$ cat config.mk
export PLATFORM = sky130hd
export DESIGN_NAME = ipdc_feeder
export DESIGN_NICKNAME = d
export VERILOG_FILES = /design/src/rtl/ipdc_pkg.sv /design/src/rtl/ipdc_skid_fifo.sv /design/src/rtl/ipdc_feeder.sv
export SDC_FILE = /design/constraint.sdc
export NUM_CORES = 1
export LEC_CHECK = 0
export CELL_PAD_IN_SITES_DETAIL_PLACEMENT = 0
export CELL_PAD_IN_SITES_GLOBAL_PLACEMENT = 1
export CORE_MARGIN = 3
export CORE_UTILIZATION = 44
export DETAILED_ROUTE_END_ITERATION = 8
export GPL_ROUTABILITY_DRIVEN = 0
export GPL_TIMING_DRIVEN = 0
export PLACE_DENSITY = 0.78
export SLEW_MARGIN = 15
export SYNTH_ARGS = -nofsm -noshare
export SYNTH_HDL_FRONTEND = slang
export SYNTH_HIERARCHICAL = 1
export SYNTH_SLANG_ARGS = --single-unit
$ cat constraint.sdc
create_clock -name i_clk -period 3.9 [get_ports i_clk]
set_clock_uncertainty 0.1 [all_clocks]
set_input_delay 0.585 -clock i_clk [delete_from_list [all_inputs] [get_ports i_clk]]
set_output_delay 0.585 -clock i_clk [all_outputs]
set_load 0.01 [all_outputs]
$ cat src/rtl/ipdc_pkg.sv
// Shared constants, op modes and FSM encoding for the ipdc feeder slice.
package ipdc_pkg;

  localparam int OP_W      = 4;
  localparam int DATA_W    = 24;
  localparam int PIX_NUM   = 256;
  localparam int PIX_AW    = 8;
  localparam int CMD_DEPTH = 8;
  localparam int CMD_AW    = 3;

  localparam logic [CMD_AW:0]   CMD_FULL = 4'd8;
  localparam logic [PIX_AW-1:0] PIX_LAST = 8'(PIX_NUM - 1);

  localparam logic [OP_W-1:0] OP_LOAD = 4'd0;
  localparam logic [OP_W-1:0] LOAD_OP = OP_LOAD;

  typedef enum logic [1:0] {
    ST_IDLE    = 2'd0,
    ST_ISSUE   = 2'd1,
    ST_LOAD    = 2'd2,
    ST_WAIT_LO = 2'd3
  } feeder_state_e;

endpackage

$ cat src/rtl/ipdc_skid_fifo.sv
// Two-entry valid/ready buffer for the pixel path; the head stays put until popped.
module ipdc_skid_fifo
  import ipdc_pkg::*;
(
  input  logic              clk,
  input  logic              rst,
  input  logic              push,
  input  logic [DATA_W-1:0] push_data,
  input  logic              pop,
  output logic [1:0]        occupancy,
  output logic              head_valid,
  output logic [DATA_W-1:0] head_data
);

  logic [DATA_W-1:0] mem_r [2];
  logic              wr_ptr_r;
  logic              rd_ptr_r;
  logic [1:0]        occ_r;
  logic              pop_ok_s;
  logic              push_ok_s;

  assign pop_ok_s  = pop && (occ_r != 2'd0);
  assign push_ok_s = push && ((occ_r != 2'd2) || pop_ok_s);

  // Storage, pointers and occupancy
  always_ff @(posedge clk) begin
    if (rst) begin
      mem_r[0] <= {DATA_W{1'b0}};
      mem_r[1] <= {DATA_W{1'b0}};
      wr_ptr_r <= 1'b0;
      rd_ptr_r <= 1'b0;
      occ_r    <= 2'd0;
    end else begin
      if (push_ok_s) begin
        mem_r[wr_ptr_r] <= push_data;
        wr_ptr_r        <= ~wr_ptr_r;
      end
      if (pop_ok_s) begin
        rd_ptr_r <= ~rd_ptr_r;
      end
      occ_r <= occ_r + {1'b0, push_ok_s} - {1'b0, pop_ok_s};
    end
  end

  assign occupancy  = occ_r;
  assign head_valid = (occ_r != 2'd0);
  assign head_data  = mem_r[rd_ptr_r];

endmodule

$ cat src/rtl/ipdc_feeder.sv
// Command queue plus issue/load FSM that feeds ops and a 256-pixel image into ipdc.
module ipdc_feeder
  import ipdc_pkg::*;
(
  input  logic              i_clk,
  input  logic              i_rst,
  input  logic              i_cmd_valid,
  input  logic [OP_W-1:0]   i_cmd_op,
  output logic              o_cmd_ready,
  output logic              o_pix_rd,
  output logic [PIX_AW-1:0] o_pix_addr,
  input  logic [DATA_W-1:0] i_pix_data,
  input  logic              i_op_ready,
  output logic              o_op_valid,
  output logic [OP_W-1:0]   o_op_mode,
  input  logic              i_in_ready,
  output logic              o_in_valid,
  output logic [DATA_W-1:0] o_in_data,
  output logic              o_busy,
  output logic              o_load_done
);

  logic [OP_W-1:0]   cmd_mem_r [CMD_DEPTH];
  logic [CMD_AW-1:0] cmd_wr_ptr_r;
  logic [CMD_AW-1:0] cmd_rd_ptr_r;
  logic [CMD_AW:0]   cmd_count_r;
  feeder_state_e     state_r;
  feeder_state_e     state_nxt_s;
  logic [OP_W-1:0]   cur_op_r;
  logic [PIX_AW-1:0] addr_r;
  logic              reads_done_r;
  logic              inflight_r;
  logic [PIX_AW-1:0] xfer_cnt_r;
  logic              load_done_r;

  logic              push_s;
  logic              pop_s;
  logic              rd_s;
  logic              xfer_s;
  logic              last_xfer_s;
  logic [1:0]        occ_s;
  logic              fifo_valid_s;
  logic [DATA_W-1:0] fifo_data_s;

  assign o_cmd_ready = (cmd_count_r != CMD_FULL);
  assign push_s      = i_cmd_valid && o_cmd_ready;
  assign pop_s       = (state_r == ST_IDLE) && (cmd_count_r != 4'd0) && i_op_ready;
  assign xfer_s      = o_in_valid && i_in_ready;
  assign last_xfer_s = xfer_s && (xfer_cnt_r == PIX_LAST);

  // Credit check: buffered + in-flight words, less the one leaving now, must leave room
  assign rd_s = (state_r == ST_LOAD) && !reads_done_r &&
                (({1'b0, occ_s} + {2'b00, inflight_r}) < (3'd2 + {2'b00, xfer_s}));

  // Command queue storage and head capture on pop
  always_ff @(posedge i_clk) begin
    if (i_rst) begin
      for (int i = 0; i < CMD_DEPTH; i++) begin
        cmd_mem_r[i] <= {OP_W{1'b0}};
      end
      cmd_wr_ptr_r <= {CMD_AW{1'b0}};
      cmd_rd_ptr_r <= {CMD_AW{1'b0}};
      cmd_count_r  <= {(CMD_AW+1){1'b0}};
      cur_op_r     <= {OP_W{1'b0}};
    end else begin
      if (push_s) begin
        cmd_mem_r[cmd_wr_ptr_r] <= i_cmd_op;
        cmd_wr_ptr_r            <= cmd_wr_ptr_r + 3'd1;
      end
      if (pop_s) begin
        cur_op_r     <= cmd_mem_r[cmd_rd_ptr_r];
        cmd_rd_ptr_r <= cmd_rd_ptr_r + 3'd1;
      end
      case ({push_s, pop_s})
        2'b10:   cmd_count_r <= cmd_count_r + 4'd1;
        2'b01:   cmd_count_r <= cmd_count_r - 4'd1;
        default: cmd_count_r <= cmd_count_r;
      endcase
    end
  end

  // Pixel address/transfer counters, re-armed in the ISSUE cycle
  always_ff @(posedge i_clk) begin
    if (i_rst) begin
      addr_r       <= {PIX_AW{1'b0}};
      reads_done_r <= 1'b0;
      inflight_r   <= 1'b0;
      xfer_cnt_r   <= {PIX_AW{1'b0}};
      load_done_r  <= 1'b0;
    end else begin
      if (state_r == ST_ISSUE) begin
        addr_r       <= {PIX_AW{1'b0}};
        reads_done_r <= 1'b0;
        xfer_cnt_r   <= {PIX_AW{1'b0}};
      end else begin
        if (rd_s) begin
          if (addr_r == PIX_LAST) begin
            reads_done_r <= 1'b1;
          end else begin
            addr_r <= addr_r + 8'd1;
          end
        end
        if (xfer_s) begin
          xfer_cnt_r <= xfer_cnt_r + 8'd1;
        end
      end
      inflight_r  <= rd_s;
      load_done_r <= last_xfer_s;
    end
  end

  ipdc_skid_fifo u_skid (
    .clk        (i_clk),
    .rst        (i_rst),
    .push       (inflight_r),
    .push_data  (i_pix_data),
    .pop        (xfer_s),
    .occupancy  (occ_s),
    .head_valid (fifo_valid_s),
    .head_data  (fifo_data_s)
  );

  // FSM state register
  always_ff @(posedge i_clk) begin
    if (i_rst) begin
      state_r <= ST_IDLE;
    end else begin
      state_r <= state_nxt_s;
    end
  end

  // FSM next-state logic
  always_comb begin
    state_nxt_s = state_r;
    case (state_r)
      ST_IDLE: begin
        if (pop_s) state_nxt_s = ST_ISSUE;
        else       state_nxt_s = ST_IDLE;
      end
      ST_ISSUE: begin
        if (cur_op_r == LOAD_OP) state_nxt_s = ST_LOAD;
        else                     state_nxt_s = ST_WAIT_LO;
      end
      ST_LOAD: begin
        if (last_xfer_s) state_nxt_s = ST_IDLE;
        else             state_nxt_s = ST_LOAD;
      end
      ST_WAIT_LO: begin
        if (!i_op_ready) state_nxt_s = ST_IDLE;
        else             state_nxt_s = ST_WAIT_LO;
      end
      default: state_nxt_s = ST_IDLE;
    endcase
  end

  // FSM outputs decoded from registered state
  always_comb begin
    o_op_valid = 1'b0;
    o_op_mode  = {OP_W{1'b0}};
    case (state_r)
      ST_ISSUE: begin
        o_op_valid = 1'b1;
        o_op_mode  = cur_op_r;
      end
      default: begin
        o_op_valid = 1'b0;
        o_op_mode  = {OP_W{1'b0}};
      end
    endcase
  end

  assign o_busy      = (state_r != ST_IDLE) || (cmd_count_r != 4'd0);
  assign o_pix_rd    = rd_s;
  assign o_pix_addr  = addr_r;
  assign o_in_valid  = (state_r == ST_LOAD) && fifo_valid_s;
  assign o_in_data   = o_in_valid ? fifo_data_s : {DATA_W{1'b0}};
  assign o_load_done = load_done_r;

endmodule
==> run_results.csv, run 1 <==
group,metric,value,unit
outcome,status,"complete, no violations",
global_routing,track_usage,17.35,%
final_layout,utilization,56.89,%
floorplan,die_w,120.0,um
final_layout,final_nets,622,
floorplan,die_h,120.0,um
power,power,3718,uW
placement,place_ws,497.7,ps
synth,yosys_warnings,6,
global_routing,grt_max_degree,25,
timing,fmax,301.4,MHz
setup_path,critical_path.endpoint_type,"output port",
run,maxCapViolations,0,
clock_tree,cts-root-buf,"clkbuf_16",
synth,async_flop_share,0,%
routing,drc_errors,0,
global_routing,grt_pass1_vias,3925,
clock_tree,cts_made_buffers,17,
routing,via_count,3931,
clock_tree,cts_hold_buf,0,
setup_path,worst_path_max_delay_cell,"clkdlybuf4s50_1",
placement,hpwlAfterDp,8.360,mm
timing,period_share,85.08,%
synth,synth_top_area_share,42.00,%
global_routing,gr-total-overflow,0,
routing,drt_iter0_markers,249,
setup_path,cp_top_family,"buffers and inverters",
setup_path,worstPathCellList,"ha_1 > nand3b_1 > a2111o_1 > clkbuf_8 > inv_1 > clkdlybuf4s50_1",
power,leakagePower,0.002663,uW
synth,ys_ff_latch,120,
setup_path,path_class,"reg -> out",
global_routing,antenna_found_initial,0,
clock_tree,cts.sinks,120,
timing,finalHoldViolCount,0,
setup_path,critPathMaxFanout,10,
final_layout,layoutNonFillerInstCount,762,
synth,syn-num-nets,529,
synth,synth_edf_count,80,
timing,tightest_slew,758.7,ps
final_layout,multi_input_area,2332,um2
clock_tree,cts_tree,"done",
global_routing,grt_pass1_wl,19.24,mm
final_layout,nFillCells,1089,
placement,port_buffers,74,
timing,final.setup.worst_slack,581.7,ps
final_layout,n_antenna_cell,0,
setup_path,cpPeakStageDelay,560,ps
final_layout,area_growth,26.03,%
clock_tree,cts_resized,0,
synth,yosys.area.top_type,"edfxtp_1",
floorplan,num_io_pins,75,
clock_tree,cts_buffer_depth,2,
floorplan,core_area,12670,um2
power,p_per_area,515.9,nW/um2
timing,rsz0062_at_grt,"no",
timing,fin_tns_setup,0,ps
synth,yosys-top-cells-area,"edfxtp_1 (42%), dfxtp_1 (14%), and2_1 (8.2%), mux2_2 (4.7%), nor2_1 (3.2%)",
synth,ys_seq_area_share,56.01,%
final_layout,regArea,3203,um2
routing,wirelength,11.89,mm
synth,avgSynthCellArea,11.82,um2
synth,synth_cells,484,
clock_tree,clock_latency,410,ps
timing,maxSlewViolCount,0,
setup_path,start_kind,"flop",
routing,dr.pass1.iters,5,
timing,slew_headroom,49.29,%
clock_tree,post_cts_buffers,0,
synth,netlist_area,5719,um2
setup_path,required,3210,ps
synth,synth-main-ff-cell,"edfxtp_1",
routing,ant_nets,0,
power,irDropWorstVdd,0.0004749,V
routing,vias_per_cell,5.159,
timing,min_period,3318,ps
floorplan,start_util,45.14,%
floorplan,rows,41,
floorplan,die-area,14400,um2
clock_tree,h-tree-depth,4,
synth,ys_types,58,
routing,wire_per_inst,15.61,um
clock_tree,path_clk_slew,50,ps
final_layout,drive_gt1_share,15.25,%
setup_path,cp_num_buf_inv,3,
setup_path,worst_ep_arrival_time,2630,ps
worst_hold_path,hp-class,"reg -> reg",
timing,setup_viol,0,
placement,dp.cells,730,
[area by class of cell]
class                   instances  share of cell area (%)
multi-input cells             324                   32.36
plain buffers                  23                   1.823
clock buffers                  27                   6.561
flip-flops and latches        120                   44.44
inverters                      17                  0.8853
repair buffers                 74                   10.28
clock inverters                 5                  0.6770
well taps                     172                   2.986
[stage by stage]
stage,instance area [um2],hold WS (ps)
after global placement,6675,363.3
after detailed placement,6686,369.7
after CTS,7208,377.0
after global routing,7208,400.8
final,7208,375.8
after floorplan,5719,338.1
[cell families (layout without fill, tap and decap cells)]
kind of cell             after synthesis  count (layout)  share of synthesized area, %
flip-flops                           120             120                         56.01
buffers and inverters                 40             146                         3.413
adder cells (fa/ha/maj)               12              12                         2.756
multiplexers                          34              34                         8.226
AO/OA/AOI/OAI                         41              41                         4.660
XOR/XNOR                              14              14                         2.144
AND/OR/NAND/NOR                      223             223                         22.80
[cells in the final DEF, fill, tap and decap left out, drive strengths merged, types with 2 or more instances in the layout]
cell / n
nor4b: 3
xor2: 7
or2: 5
or4: 4
ha: 11
buf: 11
nand2b: 3
nor3: 9
mux2i: 2
nand2: 18
a21oi: 16
clkbuf: 39
mux2: 24
nand4: 3
and2: 84
nand4b: 2
nor2: 49
clkinv: 4
inv: 17
o41a: 2
o22ai: 4
mux4: 8
nor2b: 3
o31ai: 6
dfxtp: 40
or3: 7
o21ai: 4
xnor2: 7
nor4: 13
clkdlybuf4s50: 74
nand3: 14
edfxtp: 80
[power breakdown]
group | internal (uW) | switching [uW]
sequential | 1490 | 90.6
combinational | 356 | 397
clock | 885 | 497
total | 2730 | 984
[flip-flops by register name, summed over array words and instances, names as in the netlist, named ones only]
signal	flops
xfer_cnt_r	8
u_skid/rd_ptr_r	1
inflight_r	1
state_r	2
cmd_rd_ptr_r	3
u_skid/wr_ptr_r	1
u_skid/mem_r	48
cur_op_r	4
o_pix_addr	8
cmd_wr_ptr_r	3
cmd_mem_r	32
u_skid/occupancy	2
reads_done_r	1
cmd_count_r	4
o_load_done	1
[cells in the mapped netlist (3+ instances only)]
master and count:
a21oi_1 16, and2_1 75, and2_2 8, buf_2 5, buf_6 3, clkbuf_1 9, dfxtp_1 40, edfxtp_1 80
ha_1 11, inv_1 16, mux2_2 24, mux4_2 8, nand2_1 18, nand2b_1 3, nand3_1 14, nand4_1 3
nor2_1 49, nor2b_1 3, nor3_1 9, nor4_1 13, o21ai_0 4, o22ai_1 4, o31ai_1 6, or2_2 5
or3_1 4, or4_1 4, xnor2_1 7, xor2_1 7
[worst register-to-register path: stages (launching register included)]
cell and delay [ps]:
dfxtp_1 370, or4b_4 570, and2_4 200, inv_2 70, buf_6 130, buf_4 170, ha_1 220, ha_1 280
a21oi_1 210, a21oi_1 110, or4_1 480, a21oi_1 150
[layer usage]
metal | track usage (%) | wire length, um | vias up
li1 | - | - | 1929
met1 | 20.94 | 5098 | 1869
met2 | 28.42 | 5797 | 114
met3 | 4.948 | 721 | 19
met4 | 8.661 | 276 | 0
met5 | 0 | 0 | -
[worst paths after layout]
path | from | to | slack, ps | depth (start not counted)
hold / removal | xfer_cnt_r[1] | xfer_cnt_r[1] | 380 | 2
setup reg to reg | cmd_count_r[0] | cmd_count_r[3] | 760 | 11
setup / recovery | u_skid/occupancy[0] | o_pix_rd | 580 | 6
hold reg to reg | xfer_cnt_r[1] | xfer_cnt_r[1] | 380 | 2
Power figures use the tool's default switching activity.
==> run 2, diff against run 1 <==
--- a/config.mk
+++ b/config.mk
@@ -18,3 +18,4 @@
 export SYNTH_HDL_FRONTEND = slang
 export SYNTH_HIERARCHICAL = 1
 export SYNTH_SLANG_ARGS = --single-unit
+export TNS_END_PERCENT = 20
==> results of run 2 <==
Final layout, timing and power as in run 1 (identical DEF).
